### src/rtl/sdram_arb_pkg.sv
// Shared types and constants for the two-port SDRAM arbiter.
package sdram_arb_pkg;

  localparam int unsigned NUM_REQ    = 2;
  localparam int unsigned ARB_ADDR_W = 23;
  localparam int unsigned WADDR_W    = ARB_ADDR_W - 2;

  localparam logic [2:0] ST_IDLE    = 3'd0;
  localparam logic [2:0] ST_WAIT_LO = 3'd1;
  localparam logic [2:0] ST_CAP_LO  = 3'd2;
  localparam logic [2:0] ST_WAIT_HI = 3'd3;
  localparam logic [2:0] ST_CAP_HI  = 3'd4;

  typedef enum logic [2:0] {
    ARB_IDLE    = ST_IDLE,
    ARB_WAIT_LO = ST_WAIT_LO,
    ARB_CAP_LO  = ST_CAP_LO,
    ARB_WAIT_HI = ST_WAIT_HI,
    ARB_CAP_HI  = ST_CAP_HI
  } arb_state_e;

  // Latched request; addr holds the 32-bit word address (byte lanes dropped).
  typedef struct packed {
    logic [WADDR_W-1:0] addr;
    logic [31:0]        wdata;
    logic [3:0]         wstrb;
    logic               id;
  } req_t;

  // Byte enables for one 16-bit half; reads always fetch both bytes.
  function automatic logic [1:0] half_ds(input logic [3:0] wstrb, input logic hi);
    logic [1:0] ds;
    ds = hi ? wstrb[3:2] : wstrb[1:0];
    if (wstrb == 4'b0000) ds = 2'b11;
    return ds;
  endfunction

endpackage

### src/rtl/sdram_half_xfer.sv
// Toggle-handshake engine for one 16-bit SDRAM transaction at a time.
// Optional ack watchdog enabled by defining SDRAM_ARB_TIMEOUT_EN.
module sdram_half_xfer
  import sdram_arb_pkg::*;
#(
  parameter int unsigned TIMEOUT_CYCLES = 1024
) (
  input  logic clk,
  input  logic reset,
  input  logic start_i,
  input  logic wait_i,
  input  logic sd_req_ack_i,
  output logic sd_req_o,
  output logic done_c,
  output logic timeout_c,
  output logic timeout_err_o
);

  if (TIMEOUT_CYCLES < 2) begin : g_cfg_err
    $error("sdram_half_xfer: TIMEOUT_CYCLES must be at least 2");
  end

  logic req_q;
  logic match_c;

  assign match_c  = (req_q == sd_req_ack_i);
  assign done_c   = wait_i & match_c;
  assign sd_req_o = req_q;

  // Request toggle; reset and watchdog expiry resync to the ack so no request is left pending.
  always_ff @(posedge clk) begin
    if (reset) begin
      req_q <= sd_req_ack_i;
    end else if (start_i) begin
      req_q <= ~req_q;
    end else if (timeout_c) begin
      req_q <= sd_req_ack_i;
    end
  end

`ifdef SDRAM_ARB_TIMEOUT_EN
  localparam int unsigned CNT_W = $clog2(TIMEOUT_CYCLES + 1);

  logic [CNT_W-1:0] cnt_q;
  logic             err_q;

  assign timeout_c     = wait_i & ~match_c & (cnt_q == CNT_W'(TIMEOUT_CYCLES - 1));
  assign timeout_err_o = err_q;

  // Wait-cycle counter restarted on every toggle; sticky error flag.
  always_ff @(posedge clk) begin
    if (reset) begin
      cnt_q <= '0;
      err_q <= 1'b0;
    end else begin
      if (start_i) begin
        cnt_q <= '0;
      end else if (wait_i && !match_c) begin
        cnt_q <= cnt_q + CNT_W'(1);
      end
      if (timeout_c) err_q <= 1'b1;
    end
  end
`else
  assign timeout_c     = 1'b0;
  assign timeout_err_o = 1'b0;
`endif

endmodule

### src/rtl/sdram_port_arbiter.sv
// Round-robin arbiter sharing the 16-bit toggle-handshake SDRAM channel between
// two 32-bit valid/ready requesters; each access is split into lo/hi halves.
// Build option: SDRAM_ARB_TIMEOUT_EN adds an ack watchdog with sticky timeout_err.
module sdram_port_arbiter
  import sdram_arb_pkg::*;
#(
  parameter int unsigned ADDR_W         = 23,
  parameter int unsigned TIMEOUT_CYCLES = 1024
) (
  input  logic              clk,
  input  logic              reset,
  input  logic              m0_valid,
  input  logic [ADDR_W-1:0] m0_addr,
  input  logic [31:0]       m0_wdata,
  input  logic [3:0]        m0_wstrb,
  output logic              m0_ready,
  output logic [31:0]       m0_rdata,
  input  logic              m1_valid,
  input  logic [ADDR_W-1:0] m1_addr,
  input  logic [31:0]       m1_wdata,
  input  logic [3:0]        m1_wstrb,
  output logic              m1_ready,
  output logic [31:0]       m1_rdata,
  output logic              sd_req,
  input  logic              sd_req_ack,
  output logic [ADDR_W-2:0] sd_addr,
  output logic              sd_we,
  output logic [1:0]        sd_ds,
  output logic [15:0]       sd_din,
  input  logic [15:0]       sd_dout,
  output logic              busy,
  output logic              timeout_err
);

  if (ADDR_W != ARB_ADDR_W) begin : g_cfg_err
    $error("sdram_port_arbiter: ADDR_W must match ARB_ADDR_W in sdram_arb_pkg");
  end

  arb_state_e          state_q, state_d;
  req_t                req_q, req_d;
  logic                rr_last_q, rr_last_d;
  logic [NUM_REQ-1:0]  ready_q, ready_d;
  logic [31:0]         rdata_q [NUM_REQ];
  logic [31:0]         rdata_d [NUM_REQ];
  logic [ADDR_W-2:0]   sd_addr_q, sd_addr_d;
  logic                sd_we_q, sd_we_d;
  logic [1:0]          sd_ds_q, sd_ds_d;
  logic [15:0]         sd_din_q, sd_din_d;
  logic                busy_q;

  logic                gnt_c;
  logic                gnt_id_c;
  req_t                sel_req_c;
  req_t                cur_c;
  logic                load_c;
  logic                hi_c;
  logic                wait_c;
  logic                done_c;
  logic                timeout_c;
  logic                unused_addr_lsbs;

  assign unused_addr_lsbs = ^{m0_addr[1:0], m1_addr[1:0]};

  // No grant while a ready pulse is out: the finishing requester still shows valid that cycle.
  assign gnt_c    = (m0_valid | m1_valid) & (ready_q == '0);
  assign gnt_id_c = m1_valid & (~m0_valid | ~rr_last_q);
  assign wait_c   = (state_q == ARB_WAIT_LO) | (state_q == ARB_WAIT_HI);

  // Mux the winning requester's fields.
  always_comb begin
    sel_req_c       = '0;
    sel_req_c.id    = gnt_id_c;
    sel_req_c.addr  = gnt_id_c ? m1_addr[ADDR_W-1:2] : m0_addr[ADDR_W-1:2];
    sel_req_c.wdata = gnt_id_c ? m1_wdata : m0_wdata;
    sel_req_c.wstrb = gnt_id_c ? m1_wstrb : m0_wstrb;
  end

  sdram_half_xfer #(
    .TIMEOUT_CYCLES (TIMEOUT_CYCLES)
  ) u_half_xfer (
    .clk           (clk),
    .reset         (reset),
    .start_i       (load_c),
    .wait_i        (wait_c),
    .sd_req_ack_i  (sd_req_ack),
    .sd_req_o      (sd_req),
    .done_c        (done_c),
    .timeout_c     (timeout_c),
    .timeout_err_o (timeout_err)
  );

  // Access sequencer: next state, half-word setup and ready/rdata updates.
  always_comb begin
    state_d   = state_q;
    req_d     = req_q;
    rr_last_d = rr_last_q;
    ready_d   = '0;
    rdata_d   = rdata_q;
    sd_addr_d = sd_addr_q;
    sd_we_d   = sd_we_q;
    sd_ds_d   = sd_ds_q;
    sd_din_d  = sd_din_q;
    cur_c     = req_q;
    load_c    = 1'b0;
    hi_c      = 1'b0;

    case (state_q)
      ARB_IDLE: begin
        if (gnt_c) begin
          cur_c     = sel_req_c;
          req_d     = sel_req_c;
          rr_last_d = gnt_id_c;
          load_c    = 1'b1;
          if ((sel_req_c.wstrb != 4'b0000) && (sel_req_c.wstrb[1:0] == 2'b00)) begin
            hi_c    = 1'b1;
            state_d = ARB_WAIT_HI;
          end else begin
            state_d = ARB_WAIT_LO;
          end
        end
      end
      ARB_WAIT_LO: begin
        if (timeout_c) begin
          ready_d[req_q.id] = 1'b1;
          rdata_d[req_q.id] = '0;
          state_d           = ARB_IDLE;
        end else if (done_c) begin
          if (req_q.wstrb == 4'b0000) begin
            state_d = ARB_CAP_LO;
          end else if (req_q.wstrb[3:2] == 2'b00) begin
            ready_d[req_q.id] = 1'b1;
            state_d           = ARB_IDLE;
          end else begin
            load_c  = 1'b1;
            hi_c    = 1'b1;
            state_d = ARB_WAIT_HI;
          end
        end
      end
      ARB_CAP_LO: begin
        rdata_d[req_q.id][15:0] = sd_dout;
        load_c                  = 1'b1;
        hi_c                    = 1'b1;
        state_d                 = ARB_WAIT_HI;
      end
      ARB_WAIT_HI: begin
        if (timeout_c) begin
          ready_d[req_q.id] = 1'b1;
          rdata_d[req_q.id] = '0;
          state_d           = ARB_IDLE;
        end else if (done_c) begin
          if (req_q.wstrb != 4'b0000) begin
            ready_d[req_q.id] = 1'b1;
            state_d           = ARB_IDLE;
          end else begin
            state_d = ARB_CAP_HI;
          end
        end
      end
      ARB_CAP_HI: begin
        rdata_d[req_q.id][31:16] = sd_dout;
        ready_d[req_q.id]        = 1'b1;
        state_d                  = ARB_IDLE;
      end
      default: begin
        state_d = ARB_IDLE;
      end
    endcase

    if (load_c) begin
      sd_addr_d = {cur_c.addr, hi_c};
      sd_we_d   = (cur_c.wstrb != 4'b0000);
      sd_ds_d   = half_ds(cur_c.wstrb, hi_c);
      sd_din_d  = hi_c ? cur_c.wdata[31:16] : cur_c.wdata[15:0];
    end
  end

  // State and registered outputs.
  always_ff @(posedge clk) begin
    if (reset) begin
      state_q   <= ARB_IDLE;
      req_q     <= '0;
      rr_last_q <= 1'b1;
      ready_q   <= '0;
      for (int i = 0; i < int'(NUM_REQ); i++) rdata_q[i] <= '0;
      sd_addr_q <= '0;
      sd_we_q   <= 1'b0;
      sd_ds_q   <= 2'b00;
      sd_din_q  <= 16'h0000;
      busy_q    <= 1'b0;
    end else begin
      state_q   <= state_d;
      req_q     <= req_d;
      rr_last_q <= rr_last_d;
      ready_q   <= ready_d;
      rdata_q   <= rdata_d;
      sd_addr_q <= sd_addr_d;
      sd_we_q   <= sd_we_d;
      sd_ds_q   <= sd_ds_d;
      sd_din_q  <= sd_din_d;
      busy_q    <= (state_d != ARB_IDLE);
    end
  end

  assign m0_ready = ready_q[0];
  assign m1_ready = ready_q[1];
  assign m0_rdata = rdata_q[0];
  assign m1_rdata = rdata_q[1];
  assign sd_addr  = sd_addr_q;
  assign sd_we    = sd_we_q;
  assign sd_ds    = sd_ds_q;
  assign sd_din   = sd_din_q;
  assign busy     = busy_q;

endmodule

### config.mk
export PLATFORM = sky130hd
export DESIGN_NAME = sdram_port_arbiter
export DESIGN_NICKNAME = d
export VERILOG_FILES = /design/src/rtl/sdram_arb_pkg.sv /design/src/rtl/sdram_half_xfer.sv /design/src/rtl/sdram_port_arbiter.sv
export SDC_FILE = /design/constraint.sdc
export NUM_CORES = 1
export LEC_CHECK = 0
export BUFFER_PORTS_ARGS = -buffer_cell sky130_fd_sc_hd__buf_2
export CAP_MARGIN = 10
export CELL_PAD_IN_SITES_DETAIL_PLACEMENT = 1
export CELL_PAD_IN_SITES_GLOBAL_PLACEMENT = 1
export CORE_ASPECT_RATIO = 1.1
export CORE_MARGIN = 2
export CORE_UTILIZATION = 36
export DETAILED_ROUTE_END_ITERATION = 12
export GPL_ROUTABILITY_DRIVEN = 0
export PLACE_DENSITY = 0.83
export REMOVE_ABC_BUFFERS = 1
export SLEW_MARGIN = 15
export SYNTH_ARGS = -nofsm -noshare
export SYNTH_HDL_FRONTEND = slang
export SYNTH_HIERARCHICAL = 1
export SYNTH_SLANG_ARGS = --single-unit
### constraint.sdc
create_clock -name clk -period 2.9 [get_ports clk]
set_input_delay 0.29 -clock clk [delete_from_list [all_inputs] [get_ports clk]]
set_output_delay 0.29 -clock clk [all_outputs]
set_load 0.01 [all_outputs]
* Yosys cells after proc, flatten, opt, wreduce, memory -nomap -nowiden
Cells that the tools add are included.
** Word-level totals
- Register bits :: 171
- Input bits :: 139
- Output and inout bits :: 110
- Word-level logic and storage cells :: 91
** Cells by class
- Magnitude comparators :: 4
- Equal/unequal tests :: 5
- Mux-type cells :: 41
- Bitwise operators :: 10
- Reductions and logical operators :: 16
** Operators by type and width (number)
- 64-bit bitwise mux :: 2
- 64-bit case mux with 2 select lines :: 1
- 58-bit 2-to-1 mux :: 2
- 32-bit demux with 1-bit select :: 2
- 32-bit 2-to-1 mux :: 2
- 16-bit 2-to-1 mux :: 2
- 21-bit 2-to-1 mux :: 1
- 2-bit 2-to-1 mux :: 10
- 3-bit 2-to-1 mux :: 4
- 3-bit case mux with 4 select lines :: 1
- 4-bit nonzero test :: 3
- 1-bit 2-to-1 mux :: 9
- 4-bit logical NOT :: 2
- 3-bit by 2-bit equality test with 1-bit output, second input constant :: 2
- 2-bit logical NOT :: 3
- 1-bit case mux with 3 select lines :: 2
- 2-bit case mux with 3 select lines :: 1
- 4-bit 2-to-1 mux :: 1
- 2-bit nonzero test :: 2
- 1-bit bitwise AND :: 3
- 3-bit by 1-bit equality test with 1-bit output, second input constant :: 1
- 3-bit equality test, second input constant :: 1
- 1-bit logical AND :: 3
- 3-bit logical NOT :: 1
- other kinds (11) :: 15

* Depth between registers and ports, before layout
- Depth after elaboration :: 11
- Depth in mapped cells :: 13
- Depth with buffers taken out :: 9

* Cells and area by module
Netlist, hierarchy kept.
** By module, submodules not included
- sdram_port_arbiter :: times used 1, cells each 775, area an instance 7019.2 um^2
- sdram_half_xfer :: times used 1, cells each 9, area an instance 78.8 um^2

* Least setup slack after synthesis
Ideal clock, no wire load.
- Path type :: register to register
- Start point :: register state_q[2]
- End point :: register u_half_xfer.req_q (netlist: u_half_xfer/sd_req_o) (enable)
- Setup time :: 0.249 ns
- Arrival :: 2.132 ns
- Data required time :: 2.651 ns
- Path slack :: 0.519 ns
- Cell stages (with the launch flop) :: 13
- Cell sequence :: dfxtp_1 buf_4 nand2b_1 inv_2 and2_1 nor2b_1 a41oi_2 and2_1 buf_2 inv_2 buf_4 buf_6 or2_2
** On the way
- Cells in the longest elaborated chain, start to end :: 6
- Elaborated cells on any way between the ends :: 9
- Those cells by class :: eq/ne: 3; mux: 2; bitwise: 2; reduce/logical: 2
** Ends and longest elaborated chain
- from (decl) :: line sdram_port_arbiter.sv:39 : arb_state_e state_q, state_d;
- from (signal assigned) :: line sdram_port_arbiter.sv:192 : state_q <= state_d;
- 3-bit by 1-bit equality test with 1-bit output or 3-bit by 2-bit equality test with 1-bit output (tied branches) :: line sdram_port_arbiter.sv:67 : assign wait_c = (state_q == ARB_WAIT_LO) | (state_q == ARB_WAIT_HI);
- 1-bit OR * :: line sdram_port_arbiter.sv:67
- named net wait_c :: line sdram_port_arbiter.sv:57 : logic wait_c;
- 1-bit bitwise AND * :: line sdram_half_xfer.sv:27 : assign done_c = wait_i & match_c;
- named net done_c :: line sdram_port_arbiter.sv:58 : logic done_c;
- 1-bit 2-to-1 mux * :: line sdram_port_arbiter.sv:127 : end else if (done_c) begin
- 1-bit case mux with 3 select lines * :: line sdram_port_arbiter.sv:107 : case (state_q)
- named net load_c :: line sdram_port_arbiter.sv:55 : logic load_c;
- 2-bit nonzero test (no line) *
- to (signal assigned) :: line sdram_half_xfer.sv:33 : req_q <= sd_req_ack_i;
- to (signal assigned) :: line sdram_half_xfer.sv:35 : req_q <= ~req_q;
- to (signal assigned) :: line sdram_half_xfer.sv:37 : req_q <= sd_req_ack_i;
- to (decl) :: line sdram_half_xfer.sv:23 : logic req_q;
Mark *: on every way through the listed nets, which the timed path passes. The rest lies on a longest branch.
A chain may end at the register's enable or synchronous reset.

* Final worst setup path
- Start point :: register state_q[0]
- End point :: register sd_din_q[5] (netlist: sd_din[5])
** On the way
- Cells in the longest elaborated chain, start to end :: 6
- Elaborated cells on any way between the ends :: 11
- Those cells by class :: eq/ne: 3; mux: 5; bitwise: 2; reduce/logical: 1
** Ends and longest elaborated chain
- 3-bit by 1-bit equality test with 1-bit output or 3-bit by 2-bit equality test with 1-bit output (tied branches) :: line sdram_port_arbiter.sv:67
- 1-bit OR * :: line sdram_port_arbiter.sv:67
- named net wait_c :: line sdram_port_arbiter.sv:57
- 1-bit bitwise AND * :: line sdram_half_xfer.sv:27
- named net done_c :: line sdram_port_arbiter.sv:58
- 1-bit 2-to-1 mux * :: line sdram_port_arbiter.sv:127
- 1-bit case mux with 3 select lines :: line sdram_port_arbiter.sv:107
- 16-bit 2-to-1 mux :: line sdram_port_arbiter.sv:174 : sd_din_d = hi_c ? cur_c.wdata[31:16] : cur_c.wdata[15:0];
- to (signal assigned) :: line sdram_port_arbiter.sv:200 : sd_din_q <= sd_din_d;
- to (decl) :: line sdram_port_arbiter.sv:48 : logic [15:0] sd_din_q, sd_din_d;
Marked as above.

==> flow_summary.json <==
{
  "outcome": "finished, final reports clean",
  "rsz0062_at_grt": "false",
  "clk_latency_ns": 0.43,
  "grt_max_degree": 77,
  "finalHoldViolations": 0,
  "ff2ff_setup_slack_ns": 0.28,
  "wl_met1_um": 8747,
  "worstPathMaxFanout": 47,
  "fmax_ghz": 0.3810,
  "async_flop_share_pct": 0,
  "rows": 53,
  "drt-total-wl_um": 21080,
  "drt_iter0_drc": 226,
  "irDropWorstVdd_mv": 0.3839,
  "pre_cts_slack_ns": 0.3407,
  "placed_cells_incl_taps": 1216,
  "arrival_ns": 2.96,
  "path_clk_slew_ns": 0.07,
  "cts_sinks": 171,
  "hold_class": "in -> reg",
  "wl_per_cell_um": 16.89,
  "die_y_um": 151.3,
  "drt_pass1_iterations": 4,
  "seq_area_sq_um": 3433,
  "syn_to_final_growth_pct": 27.52,
  "n_antenna_cell": 0,
  "wl_met3_um": 1705,
  "synth_edf_count": 1,
  "yosysSeqAreaShare_pct": 48.37,
  "syn_inst": 784,
  "synth_area_per_cell_sq_um": 9.054,
  "clockRootBuffer": "clkbuf_16",
  "overflow": 0,
  "critPathKind": "reg -> reg",
  "worstSetupStartpointType": "flip-flop",
  "grt.total_usage_pct": 20.34,
  "drv_cap": 0,
  "final_cell_count_no_fill": 1248,
  "ys.flop_type": "dfxtp_1",
  "fin_nets": 1127,
  "worstMarginPinSlew_ns": 0.7969,
  "dr_wl_met2_um": 10280,
  "highest_layer": "met5",
  "dp_hpwl_um": 14840,
  "netlist_area_sq_um": 7098,
  "fin_crit_sh_pct": 90.50,
  "numPortBuffers": 243,
  "cts_hold_buf": 0,
  "numCtsBuffers": 17,
  "clock_skew_ns": 0.01039,
  "required_ns": 3.23,
  "antenna_found_initial": 1,
  "yosys_warnings": 6,
  "viasPerCell": 5.357,
  "num_vias": 6685,
  "drc_errors": 0,
  "initial_core_util_pct": 36.91,
  "cts_buffer_depth": 2,
  "cp-end-kind": "flip-flop",
  "slew_violations": 0,
  "core-area_sq_um": 19230,
  "setup_viol": 0,
  "htree_levels": 4,
  "synth.distinct_cells": 45,
  "grt_pass1_wl_um": 33420,
  "n_fill_cell": 2305,
  "fp.dieArea_sq_um": 20860,
  "synth-seq-cells": 171,
  "multi_input_area_sq_um": 3312,
  "pwr_density_cell_nw_per_um2": 748.8,
  "p_leak_uw": 0.003975,
  "drive_above_1_share_pct": 31.07,
  "io_pins": 249,
  "period_minus_slack_ns": 2.624,
  "grt_pass1_vias": 6712,
  "die_w_um": 137.9,
  "maxSlewHeadroom_pct": 46.87,
  "ant_nets": 0,
  "cts_tree": "done",
  "worst_slack_ns": 0.2756
}
==> final cells by class <==
cell class,instances,area share [%]
flip-flops and latches,171,37.93
multi-input cells,538,36.59
repair buffers,257,15.45
clock buffers,18,4.852
well taps,247,3.414
clock inverters,14,1.631
inverters,3,0.1244
==> cells by family (layout without fill, tap and decap cells) <==
kind of cell,count (synthesis),after routing,synth area share (%)
and+or+nand+nor,239,239,13.57
AOI/OAI and AO/OA,231,231,23.20
DFF,171,171,48.37
buffers and inverters,76,292,5.341
muxes,65,65,9.342
other,1,2,0.05283
xor gates and xnor gates,1,1,0.1234
==> layout by cell type (no fill, tap or decap), types with 3 or more instances in the layout <==
master / instances
a211o_1: 16
a211oi_1: 17
mux2i_1: 58
dfxtp_1: 170
nand2b_1: 5
and2_1: 3
buf_12: 6
buf_4: 9
nor3_1: 3
o211ai_1: 37
o21ai_0: 41
a21oi_1: 26
clkbuf_16: 17
or2_2: 4
nand2_1: 66
buf_2: 242
mux2_2: 6
inv_8: 5
clkinv_4: 3
a311oi_1: 17
nor2_1: 148
a22oi_1: 64
==> cell usage after synthesis (2+ instances only) <==
cell      number  share of area [%]
dfxtp_1      170                 48
buf_4          9               0.95
o211ai_1      37                3.9
mux2i_1       58                8.2
o21ai_0       41                2.9
or2_2          4               0.35
a21oi_1       26                1.8
clkbuf_1      44                2.3
nand2_1       66                3.5
a211o_1       16                2.0
and2_1         3               0.26
buf_6          6               0.95
and3_1         2               0.18
a22oi_1       64                6.8
a211oi_1      17                1.8
nor2_1       148                7.8
mux2_2         6               0.95
buf_2         12               0.85
buf_1          2               0.11
nor3_1         4               0.28
a31oi_1        2               0.18
a311oi_1      17                2.1
o21bai_1       2               0.21
nand2b_1       5               0.44
nor3b_1        2               0.21
inv_2          2               0.11
==> stage by stage <==
stage	power [uW]	instance area [sq um]	hold slack, ns	TNS, ns	util [%]
2_1_floorplan	3912	6734	0.3591	-76.77	-
3_3_place_gp	4516	8462	0.4358	0	44.00
3_5_place_dp	4580	8462	0.4466	0	44.00
4_1_cts	6857	9049	0.1449	0	47.05
5_1_grt	7190	9051	0.1543	0	47.07
6_report	6778	9051	0.1605	0	47.07
==> worst paths after layout <==
kind	from	endpoint	depth (start not counted)
worst min register to register	sd_addr[18]	sd_addr[18]	2
worst max-delay path	state_q[0]	sd_din[5]	10
worst min-delay path	sd_dout[13]	flip-flop	3
worst max register to register	state_q[0]	sd_din[5]	10
==> power breakdown <==
group / internal (uW) / leakage (uW) / total, uW / switching [uW]
Combinational: 675 / 0.00229 / 1700 / 1020
Clock: 1170 / 0.000282 / 2250 / 1080
Sequential: 2670 / 0.00140 / 2830 / 156
Total: 4520 / 0.00397 / 6780 / 2260
==> critical path, stage by stage, from the launching register on <==
cell and delay [ns]:
dfxtp_1 0.46, nand2b_1 0.20, inv_2 0.11, and2_1 0.23, nor2b_2 0.22, a41oi_2 0.21, and2_1 0.24, inv_2 0.22
buf_12 0.26, nor2_1 0.08, a311oi_1 0.25
==> per-layer routing <==
layer  GRT usage, %  vias up
li1               -     3215
met1          23.32     3231
met2          35.57      210
met3          6.593       27
met4          6.684        2
met5              0        -
==> timing repair <==
action | CTS | global route
resized for setup | 0 | 1
endpoints found under the setup margin | 0 | 1
buffers inserted | 0 | 0
Note: power is estimated with default switching activity, not from simulation.
